File: config.mk
export PLATFORM = sky130hd
export DESIGN_NAME = bus_owner_arbiter
export DESIGN_NICKNAME = d
export VERILOG_FILES = /design/src/rtl/bus_owner_arbiter.sv
export SDC_FILE = /design/constraint.sdc
export NUM_CORES = 1
export LEC_CHECK = 0
export CAP_MARGIN = 0
export CORE_MARGIN = 2
export CORE_UTILIZATION = 45
export CTS_CLUSTER_DIAMETER = 200
export DETAILED_ROUTE_END_ITERATION = 10
export PLACE_DENSITY = 0.71
export SLEW_MARGIN = 5
export SYNTH_ARGS = -nofsm -noshare
export SYNTH_HDL_FRONTEND = slang
export SYNTH_SLANG_ARGS = --single-unit
File: constraint.sdc
create_clock -name clk -period 2.25 [get_ports clk]
set_clock_uncertainty 0.2 [all_clocks]
set_input_delay 0.45 -clock clk [delete_from_list [all_inputs] [get_ports clk]]
set_output_delay 0.45 -clock clk [all_outputs]
set_load 0.05 [all_outputs]
File: src/rtl/bus_owner_arbiter.sv
// Two-requester bus owner arbiter for a shared tri-state driver: round-robin on ties,
// bounded hold per grant, and an idle turnaround between owners.
module bus_owner_arbiter #(
  parameter int MAX_HOLD    = 8,
  parameter int TURN_CYCLES = 1
) (
  input  logic clk,
  input  logic rst_n,
  input  logic req_a,
  input  logic req_b,
  output logic gnt_a,
  output logic gnt_b,
  output logic s,
  output logic oe,
  output logic timeout,
  output logic owner_last
);

  localparam int HW = $clog2(MAX_HOLD + 1);
  localparam int TW = $clog2(TURN_CYCLES + 1);
  localparam logic [HW-1:0] HOLD_LAST = HW'(MAX_HOLD - 1);
  localparam logic [TW-1:0] TURN_LAST = TW'(TURN_CYCLES - 1);

  typedef enum logic [1:0] {
    IDLE    = 2'd0,
    GRANT_A = 2'd1,
    GRANT_B = 2'd2,
    TURN    = 2'd3
  } state_t;

  state_t        state_q, state_d;
  state_t        arb_s;
  logic [HW-1:0] hold_cnt_q, hold_cnt_d;
  logic [TW-1:0] turn_cnt_q, turn_cnt_d;
  logic          owner_last_q, owner_last_d;
  logic          s_q, s_d;
  logic          timeout_q, timeout_d;
  logic          gnt_a_q, gnt_b_q, oe_q;
  logic          gnt_a_d, gnt_b_d, oe_d;

  // On a tie the last owner loses; a lone requester always wins.
  always_comb begin
    arb_s = IDLE;
    if (req_a && (!req_b || owner_last_q)) begin
      arb_s = GRANT_A;
    end else if (req_b) begin
      arb_s = GRANT_B;
    end else begin
      arb_s = IDLE;
    end
  end

  always_comb begin
    state_d      = state_q;
    hold_cnt_d   = hold_cnt_q;
    turn_cnt_d   = turn_cnt_q;
    owner_last_d = owner_last_q;
    s_d          = s_q;
    timeout_d    = 1'b0;
    case (state_q)
      IDLE: begin
        state_d = arb_s;
      end
      GRANT_A: begin
        if (!req_a) begin
          state_d    = TURN;
          turn_cnt_d = {TW{1'b0}};
        end else if (hold_cnt_q == HOLD_LAST) begin
          state_d    = TURN;
          turn_cnt_d = {TW{1'b0}};
          timeout_d  = 1'b1;
        end else begin
          hold_cnt_d = hold_cnt_q + HW'(1);
        end
      end
      GRANT_B: begin
        if (!req_b) begin
          state_d    = TURN;
          turn_cnt_d = {TW{1'b0}};
        end else if (hold_cnt_q == HOLD_LAST) begin
          state_d    = TURN;
          turn_cnt_d = {TW{1'b0}};
          timeout_d  = 1'b1;
        end else begin
          hold_cnt_d = hold_cnt_q + HW'(1);
        end
      end
      TURN: begin
        if (turn_cnt_q == TURN_LAST) begin
          state_d = arb_s;
        end else begin
          turn_cnt_d = turn_cnt_q + TW'(1);
        end
      end
      default: begin
        state_d = IDLE;
      end
    endcase

    // Only IDLE and TURN can enter a grant, so entry always restarts the hold count.
    if (state_d == GRANT_A && state_q != GRANT_A) begin
      hold_cnt_d   = {HW{1'b0}};
      owner_last_d = 1'b0;
      s_d          = 1'b0;
    end else if (state_d == GRANT_B && state_q != GRANT_B) begin
      hold_cnt_d   = {HW{1'b0}};
      owner_last_d = 1'b1;
      s_d          = 1'b1;
    end else begin
      hold_cnt_d = hold_cnt_d;
    end

    gnt_a_d = (state_d == GRANT_A);
    gnt_b_d = (state_d == GRANT_B);
    oe_d    = gnt_a_d | gnt_b_d;
  end

  // State, counters and registered outputs with synchronous active-low reset.
  always_ff @(posedge clk) begin
    if (!rst_n) begin
      state_q      <= IDLE;
      hold_cnt_q   <= {HW{1'b0}};
      turn_cnt_q   <= {TW{1'b0}};
      owner_last_q <= 1'b1;
      s_q          <= 1'b0;
      timeout_q    <= 1'b0;
      gnt_a_q      <= 1'b0;
      gnt_b_q      <= 1'b0;
      oe_q         <= 1'b0;
    end else begin
      state_q      <= state_d;
      hold_cnt_q   <= hold_cnt_d;
      turn_cnt_q   <= turn_cnt_d;
      owner_last_q <= owner_last_d;
      s_q          <= s_d;
      timeout_q    <= timeout_d;
      gnt_a_q      <= gnt_a_d;
      gnt_b_q      <= gnt_b_d;
      oe_q         <= oe_d;
    end
  end

  assign gnt_a      = gnt_a_q;
  assign gnt_b      = gnt_b_q;
  assign s          = s_q;
  assign oe         = oe_q;
  assign timeout    = timeout_q;
  assign owner_last = owner_last_q;

endmodule

# Word-level counts from Yosys, hierarchy flattened
# Cells that the tools add are included.
# op_classes
n_addsub	2
eq_ne	10
muxes	22
n_bitwise	2
n_reduce_logical	12
# op_table
cell	count
2-bit 2-to-1 mux	6
4-bit 2-to-1 mux	3
1-bit 2-to-1 mux	9
2-bit case mux with 4 select lines	1
4-bit case mux with 2 select lines	1
2-bit == test, second input constant	3
2-bit inequality test, second input constant	3
4-bit by 1-bit adder with 4-bit output, second input constant	1
2-bit by 1-bit == test with 1-bit output, second input constant	2
4-bit by 3-bit == test with 1-bit output, second input constant	1
2-bit nonzero test	2
1-bit logical AND	3
1-bit case mux with 3 select lines	1
3-bit AND reduction	1
3-bit nonzero test	1
3-bit OR reduction	1
2-bit logical NOT	1
2-bit by 1-bit inequality test with 1-bit output, second input constant	1
1-bit case mux with 2 select lines	1
2-bit OR reduction	1
1-bit adder, second input constant	1
1-bit logical NOT	1
1-bit logical OR	1
1-bit NOT	1
1-bit bitwise OR	1
# totals
ff_bits	13
in_bits	4
output_inout_bits	6
word_cells	57

# Logic depth before layout (Yosys ltp)
# Gate-level depths: netlist of run 1.
# depth
word_depth	10
mapped_depth	9
mapped_depth_nobuf	9

# Worst setup path after synthesis of run 1
# No wires, ideal clock.
# synth_path
path_type	register -> register
start	reg owner_last_q, in the netlist owner_last
end	reg hold_cnt_q[2]
setup_time_ns	0.078
arrival_ns	2.039
required_time_ns	1.972
slack_ns	-0.067
path_stages_with_launch	9
path_buffers	0
period_less_slack_ns	2.317
cell_sequence	dfxtp_1 -> or2b_1 -> o211ai_1 -> a31oi_1 -> inv_1 -> ha_1 -> nor2b_1 -> or3_1 -> nor3_1
# synth_via
elab_chain_cells	8
elab_cells_between_ends	10
cone_classes	2 x eq/ne; 3 x mux; 5 x reduce/logical
# synth_lines
item	line_no	text
from (decl)	35	logic owner_last_q, owner_last_d;
from (signal assigned)	134	owner_last_q <= owner_last_d;
1-bit logical OR (*)	44	if (req_a && (!req_b || owner_last_q)) begin
1-bit logical AND (*)	44	
2-bit 2-to-1 mux (*)	44	
2-bit 2-to-1 mux	89	if (turn_cnt_q == TURN_LAST) begin
2-bit case mux with 4 select lines (*)	60	case (state_q)
named net state_d[0]	31	state_t state_q, state_d;
2-bit == test (*)	-	
named net gnt_b_d	39	logic gnt_a_d, gnt_b_d, oe_d;
1-bit logical AND (*)	105	end else if (state_d == GRANT_B && state_q != GRANT_B) begin
3-bit OR reduction (no source line) (*)	-	
to (signal assigned)	122	hold_cnt_q <= {HW{1'b0}};
to (signal assigned)	132	hold_cnt_q <= hold_cnt_d;
to (decl)	33	logic [HW-1:0] hold_cnt_q, hold_cnt_d;
# Mark *: on every way through the listed nets, which the timed path passes. The rest lies on a longest branch.
# A chain may end at the register's enable or synchronous reset.

# Worst setup path after layout of run 1
# layout_path
start	reg hold_cnt_q[0]
end	reg hold_cnt_q[2]
# layout_via
elab_chain_cells	7
elab_cells_between_ends	15
cone_classes	1 x add/sub; 3 x eq/ne; 8 x mux; 3 x reduce/logical
# layout_lines
item	line_no
4-bit by 3-bit == test with 1-bit output (*)	68, 80
2-bit 2-to-1 mux (*)	68, 80
2-bit 2-to-1 mux (on tied branches)	77, 65
2-bit case mux with 4 select lines (*)	60
named net state_d[0]	31
2-bit == test (*)	-
named net gnt_b_d	39
1-bit logical AND (*)	105
3-bit OR reduction (no source line) (*)	-
# Mark *: on every way through the listed nets, which the timed path passes. The rest lies on a longest branch. The select of a mux whose other input is x is not followed.

==> results of run 1 <==
[placed cells by master, fill, tap and decap left out, drive strengths merged]
cell type / count
a41oi: 1
xor2: 1
dlygate4sd2: 2
nand3b: 1
nor2b: 3
a21boi: 2
a21oi: 1
o21ai: 4
or4: 1
nand2: 4
clkdlybuf4s50: 7
ha: 8
a31oi: 4
o211a: 1
o211ai: 2
buf: 26
inv: 5
mux2i: 2
and3b: 1
or3: 1
nor2: 6
and2: 4
nand4: 2
dfxtp: 13
or2b: 4
clkbuf: 4
nand2b: 1
nor3: 4
[stage by stage]
step	cell area [sq um]	instances
after global placement	957	120
final	1140	131
after global routing	1140	131
after detailed placement	957	120
after floorplan	704	76
after CTS	1040	126
[routing by layer]
| metal | routed length (um) | vias up |
|---|---|---|
| met5 | 0 | - |
| met4 | 7 | 0 |
| met3 | 55 | 2 |
| met2 | 914 | 8 |
| met1 | 794 | 322 |
| li1 | - | 346 |
[cell families (layout without fill, tap and decap cells)]
group / count (synthesis) / count (layout) / share of synthesized area
AOI/OAI and AO/OA: 15 / 15 / 0.142
adders and majority gates: 8 / 8 / 0.144
buffers and inverters: 5 / 44 / 0.0270
muxes: 2 / 2 / 0.0288
xor gates and xnor gates: 1 / 1 / 0.0126
DFF: 13 / 13 / 0.374
and+or+nand+nor: 32 / 32 / 0.272
[repair_timing]
action                     4_1_cts  5_1_grt
setup endpoints to repair        4        4
pin swaps                        5       10
buffers inserted                 2        5
resized for setup               18       14
hold buffers                     0        0
[critical path, stage by stage, from the launching register on]
cell     delay [ps]
dfxtp_2         370
ha_4            140
and3b_2         250
o21ai_2          70
a31oi_2         260
inv_1            80
ha_2            180
nor2b_4         120
or3_4           400
nor3_4          190
[power breakdown]
part,internal [mW],switching (mW),total [mW]
logic,0.154,0.173,0.328
registers,0.258,0.0194,0.277
clock network,0.0687,0.0692,0.138
total,0.481,0.262,0.743
[final timing paths]
| check | to | slack [ps] | from | depth (start not counted) |
|---|---|---|---|---|
| setup reg to reg | hold_cnt_q[2]$_SDFFE_PP0P_ | -70 | hold_cnt_q[0]$_SDFFE_PP0P_ | 9 |
| hold / removal | s$_SDFFE_PP0P_ | 300 | s$_SDFFE_PP0P_ | 2 |
| hold reg to reg | s$_SDFFE_PP0P_ | 300 | s$_SDFFE_PP0P_ | 2 |
| setup / recovery | hold_cnt_q[2]$_SDFFE_PP0P_ | -70 | hold_cnt_q[0]$_SDFFE_PP0P_ | 9 |
[cell type report]
class                           instances  area (sq um)
Clock buffer                            4          26.3
Fill cell                             102           330
Inverter                                5          18.8
Multi-Input combinational cell         58           517
Sequential cell                        13           269
Tap cell                               16          20.0
Timing Repair Buffer                   35           290
==> out/qor.json, run 1 <==
{
  "post_synth_num_cell_types": 26,
  "postLayoutSetupSlackWorst_ps": -65.8,
  "initial_utilization": 0.473,
  "period_share": 1.03,
  "cts_inserted_buffers": 3,
  "critPathKind": "reg -> reg",
  "core.rowCount": 14,
  "design_power_uw": 743,
  "dominantRegCellSynth": "dfxtp_1",
  "vdd_drop_max_mv": 0.581,
  "netlist.area_leader.share": 0.374,
  "final_max_slew_viol_count": 0,
  "grt_remaining_overflow": 0,
  "drt_pass1_iterations": 4,
  "postRouteAntennaNets": 0,
  "grtUsageMet3": 0.0638,
  "worst_pin_slew_ps": 496,
  "timing.final.setup_violations": 1,
  "floorplan.core_area_sq_um": 1470,
  "worst_skew_late_latency_ps": 270,
  "average_vias_per_placed_instance": 5.18,
  "cellPowerDensity_nw_per_um2": 651,
  "global_route.peak_usage_layer": "met2",
  "drt_wl_total_um": 1770,
  "synth-async-reset-ratio": 0,
  "ys_warn_count": 0,
  "finalHoldViolations": 0,
  "failed_checks": "setup timing",
  "grt_pass1_wl_um": 2820,
  "proportion_of_layout_cells_with_a_drive_suffix_above_1": 0.478,
  "clock_sink_count": 13,
  "yosysMostFrequentCell": "dfxtp_1",
  "grt_util_overall": 0.202,
  "largest_register_ffs": 4,
  "crit_path_start_kind": "flop",
  "synth_edf_count": 0,
  "max_flop_register": "hold_cnt_q",
  "cts.htree.levels": 1,
  "yosysSeqAreaShare": 0.374,
  "finalWeightedCongestion": 0.803,
  "io_pins": 10,
  "layout.nets": 128,
  "required_arrival_time_at_the_worst_endpoint_ps": 2250,
  "setup-tns-final_ps": -65.8,
  "grt_max_degree": 8,
  "die_area_sq_um": 1880,
  "postSynthCellCount": 76,
  "grt_pass1_vias": 646,
  "cp-end-kind": "flop",
  "route.detailed.drc": 0,
  "ys_ff_latch": 13,
  "place_worst_setup_slack_ps": -526,
  "time_the_worst_path_needs_with_i_o_delays_and_setup_ps": 2320,
  "netlist_area_sq_um": 696,
  "syn_to_layout_area_delta_pct": 64.0,
  "fin_hold_ws_ps": 297,
  "place_hpwl_um": 1200,
  "synth_largest_area_cell": "dfxtp_1",
  "dr_total_vias": 678,
  "grt_setup_unrepaired": "yes",
  "fmax_mhz": 432,
  "avgRoutedWirePerCell_um": 13.5,
  "cts_tree": "done",
  "leakagePower_nw": 0.476,
  "antenna_found_initial": 0,
  "post_synth.cell_area_avg_sq_um": 9.15,
  "cts_root_buffer": "clkbuf_4",
  "ys_top_cells_by_area": "dfxtp_1 37%, ha_1 14%, a31oi_1 3.6%",
  "cp_data_arrival_time_ps": 2320,
  "final_core_util": 0.776,
  "antenna_cells_inserted": 0,
  "initialDrtViolationCount": 12,
  "synth.top_cells.by_count": "13 x dfxtp_1, 8 x ha_1, 6 x nor2_1",
  "dieWidth_um": 43.3,
  "cp_max_fo": 4,
  "max-slew-margin-rel": 0.669,
  "hold_class": "reg -> reg",
  "drv.max_cap_violation_count": 0,
  "top_regs": "hold_cnt_q x4, state_q x2",
  "cts-root-to-sink-buffers": 2,
  "grt_util_met2": 0.355,
  "die_y_um": 43.3,
  "placement.io_buffers": 9,
  "clkSlewWorstSetupHoldPaths_ps": 80,
  "syn_nets": 88,
  "outcome": "complete, but fails checks",
  "met1_usage": 0.243
}
(Power assumes the default switching activity.)
==> run 2, diff against run 1 <==
--- a/config.mk
+++ b/config.mk
@@ -6,7 +6,7 @@
 export NUM_CORES = 1
 export LEC_CHECK = 0
 export CAP_MARGIN = 0
-export CORE_MARGIN = 2
+export CORE_MARGIN = 4
 export CORE_UTILIZATION = 45
 export CTS_CLUSTER_DIAMETER = 200
 export DETAILED_ROUTE_END_ITERATION = 10
==> out/qor.json, run 2 (synthesis results as in run 1) <==
{
  "dp.cells": {"value": 118, "change": "-1.7%"},
  "place_worst_setup_slack": {"value": -470, "unit": "ps", "change": "+56.1 ps"},
  "required_arrival_time_at_the_worst_endpoint": {"value": 2280, "unit": "ps", "change": "+30 ps"},
  "die_y": {"value": 47.3, "unit": "um", "change": "+9.2%"},
  "grt_remaining_overflow": {"value": 0, "change": "unchanged"},
  "max-slew-margin-rel": {"value": 0.668, "change": "-0.000909"},
  "fillers": {"value": 88, "change": "-14%"},
  "drt_wl_total": {"value": 2140, "unit": "um", "change": "+21%"},
  "non_filler_cells_final": {"value": 126, "change": "-3.8%"},
  "average_vias_per_placed_instance": {"value": 5.52, "change": "+6.7%"},
  "postRouteAntennaNets": {"value": 0, "change": "unchanged"},
  "cp_data_arrival_time": {"value": 2320, "unit": "ps", "change": "about the same"},
  "setup.reg_to_reg.worst_slack": {"value": -40, "unit": "ps", "change": "+20 ps"},
  "dieWidth": {"value": 47.3, "unit": "um", "change": "+9.2%"},
  "grt_util_overall": {"value": 0.197, "change": "-0.00502"},
  "place_hpwl": {"value": 1200, "unit": "um", "change": "+0.17%"},
  "largest_register_ffs": {"value": 4, "change": "unchanged"},
  "mostFrequentLayoutCells": "21 x buf_4, 8 x dfxtp_1, 7 x clkdlybuf4s50_1",
  "cp-end-kind": "flop",
  "clock_sink_count": {"value": 13, "change": "unchanged"},
  "layout.nets": {"value": 124, "change": "-3.1%"},
  "io_pins": {"value": 10, "change": "unchanged"},
  "postLayoutSetupSlackWorst": {"value": -41.3, "unit": "ps", "change": "+24.5 ps"},
  "initialDrtViolationCount": {"value": 15, "change": "+3"},
  "dr_total_vias": {"value": 696, "change": "+2.7%"},
  "layout.cells.most_common": "buf_4",
  "detailed_place.area": {"value": 948, "unit": "sq um", "change": "-0.91%"},
  "timing.final.setup_violations": {"value": 4, "change": "+3"},
  "worst_skew_late_latency": {"value": 300, "unit": "ps", "change": "+30 ps"},
  "drt_pass1_iterations": {"value": 4, "change": "unchanged"},
  "avgRoutedWirePerCell": {"value": 17.0, "unit": "um", "change": "+26%"},
  "hold_class": "reg -> reg",
  "route.detailed.drc": {"value": 0, "change": "unchanged"},
  "grt_max_degree": {"value": 9, "change": "+1"},
  "critPathKind": "reg -> reg",
  "grt_setup_unrepaired": "yes",
  "antenna_cells_inserted": {"value": 0, "change": "unchanged"},
  "vdd_drop_max": {"value": 0.639, "unit": "mV", "change": "+10%"},
  "placement.io_buffers": {"value": 9, "change": "unchanged"},
  "period_share": {"value": 1.02, "change": "-0.0109"},
  "core.rowCount": {"value": 13, "change": "-1"},
  "final_max_slew_viol_count": {"value": 0, "change": "unchanged"},
  "leakagePower": {"value": 0.464, "unit": "nW", "change": "-2.6%"},
  "antenna_found_initial": {"value": 0, "change": "unchanged"},
  "cp_max_fo": {"value": 4, "change": "unchanged"},
  "design_area": {"value": 1140, "unit": "sq um", "change": "+0.11%"},
  "fmax": {"value": 436, "unit": "MHz", "change": "+1.1%"},
  "initial_utilization": {"value": 0.503, "change": "+0.0304"},
  "top_regs": "hold_cnt_q x4, state_q x2",
  "time_the_worst_path_needs_with_i_o_delays_and_setup": {"value": 2290, "unit": "ps", "change": "-24.5 ps"},
  "finalHoldViolations": {"value": 0, "change": "unchanged"},
  "cts_root_buffer": "clkbuf_4",
  "cts.htree.levels": {"value": 1, "change": "unchanged"},
  "setup-tns-final": {"value": -106, "unit": "ps", "change": "-40.5 ps"},
  "worst_pin_slew": {"value": 497, "unit": "ps", "change": "+1.36 ps"},
  "syn_to_layout_area_delta_pct": 64.2,
  "outcome": "complete, but fails checks",
  "max_flop_register": "hold_cnt_q",
  "cts_inserted_buffers": {"value": 3, "change": "unchanged"},
  "cts_tree": "done",
  "die_area": {"value": 2240, "unit": "sq um", "change": "+19%"},
  "grt_pass1_wl": {"value": 2990, "unit": "um", "change": "+6.1%"},
  "cellPowerDensity": {"value": 701, "unit": "nW/um^2", "change": "+7.7%"},
  "clkSlewWorstSetupHoldPaths": {"value": 90, "unit": "ps", "change": "about the same"},
  "drv.max_cap_violation_count": {"value": 0, "change": "unchanged"},
  "grt_pass1_vias": {"value": 669, "change": "+3.6%"},
  "finalWeightedCongestion": {"value": 0.829, "change": "+3.2%"},
  "cts-root-to-sink-buffers": {"value": 2, "change": "unchanged"},
  "failed_checks": "setup timing",
  "crit_path_start_kind": "flop",
  "proportion_of_layout_cells_with_a_drive_suffix_above_1": {"value": 0.495, "change": "+0.0172"},
  "floorplan.core_area": {"value": 1380, "unit": "sq um", "change": "-6.0%"}
}
## run 2: cell count changes in the layout (fill, tap and decap cells not counted), sizes merged
cell / previous run / this run
buf: 26 / 22
clkinv: 0 / 1
clkbuf: 4 / 3
## run 2: worst paths after layout
| kind | startpoint | endpoint | cells past startpoint |
|---|---|---|---|
| worst min register to register | s$_SDFFE_PP0P_ | s$_SDFFE_PP0P_ | 2 |
| worst max-delay path | hold_cnt_q[0]$_SDFFE_PP0P_ | hold_cnt_q[0]$_SDFFE_PP0P_ | 9 |
| worst min-delay path | s$_SDFFE_PP0P_ | s$_SDFFE_PP0P_ | 2 |
| worst max register to register | hold_cnt_q[0]$_SDFFE_PP0P_ | hold_cnt_q[0]$_SDFFE_PP0P_ | 9 |
## run 2: final cells by class
| cell class | count | area, sq um | area share |
|---|---|---|---|
| sequential | 13 | 272 | 0.238 |
| inverter | 5 | 18.8 | 0.0164 |
| tap | 15 | 18.8 | 0.0164 |
| multi-input combinational | 58 | 549 | 0.481 |
| timing repair buffer | 31 | 256 | 0.225 |
| clock buffer | 3 | 22.5 | 0.0197 |
| clock inverter | 1 | 5.00 | 0.00438 |
## run 2: worst max-delay path, stage by stage, from the launching register on
cell and delay (ps):
dfxtp_2 340, ha_2 180, and3b_2 250, o21ai_2 90, a31oi_2 270, inv_1 120, ha_4 170, nor2b_4 120
or3_4 370, nor2_4 120
## run 2: per-stage QoR
| stage | util | power, mW | hold WS (ps) |
|---|---|---|---|
| after global routing | 0.826 | 0.843 | 377 |
| after global placement | 0.686 | 0.546 | 281 |
| after detailed placement | 0.686 | 0.549 | 290 |
| after floorplan | - | 0.442 | 256 |
| after CTS | 0.751 | 0.722 | 306 |
| final | 0.826 | 0.801 | 306 |
## run 2: report_power, final
part / internal, mW / switching [mW] / total [mW]
Combinational: 0.168 / 0.198 / 0.365
Sequential: 0.258 / 0.0187 / 0.277
Clock: 0.0663 / 0.0928 / 0.159
Total: 0.492 / 0.309 / 0.801
## run 2: timing repair
action                     CTS  global route
setup endpoints to repair    4             6
resized for setup           19            21
pin swaps                    5             6
buffers inserted             2             2
hold buffers                 0             0
## run 2: metal layers
metal	GRT usage	vias to the layer above	routed length (um)
li1	-	337	-
met1	0.224	333	913
met4	0.0331	0	41
met2	0.356	21	1090
met3	0.0690	5	102
met5	0	-	0
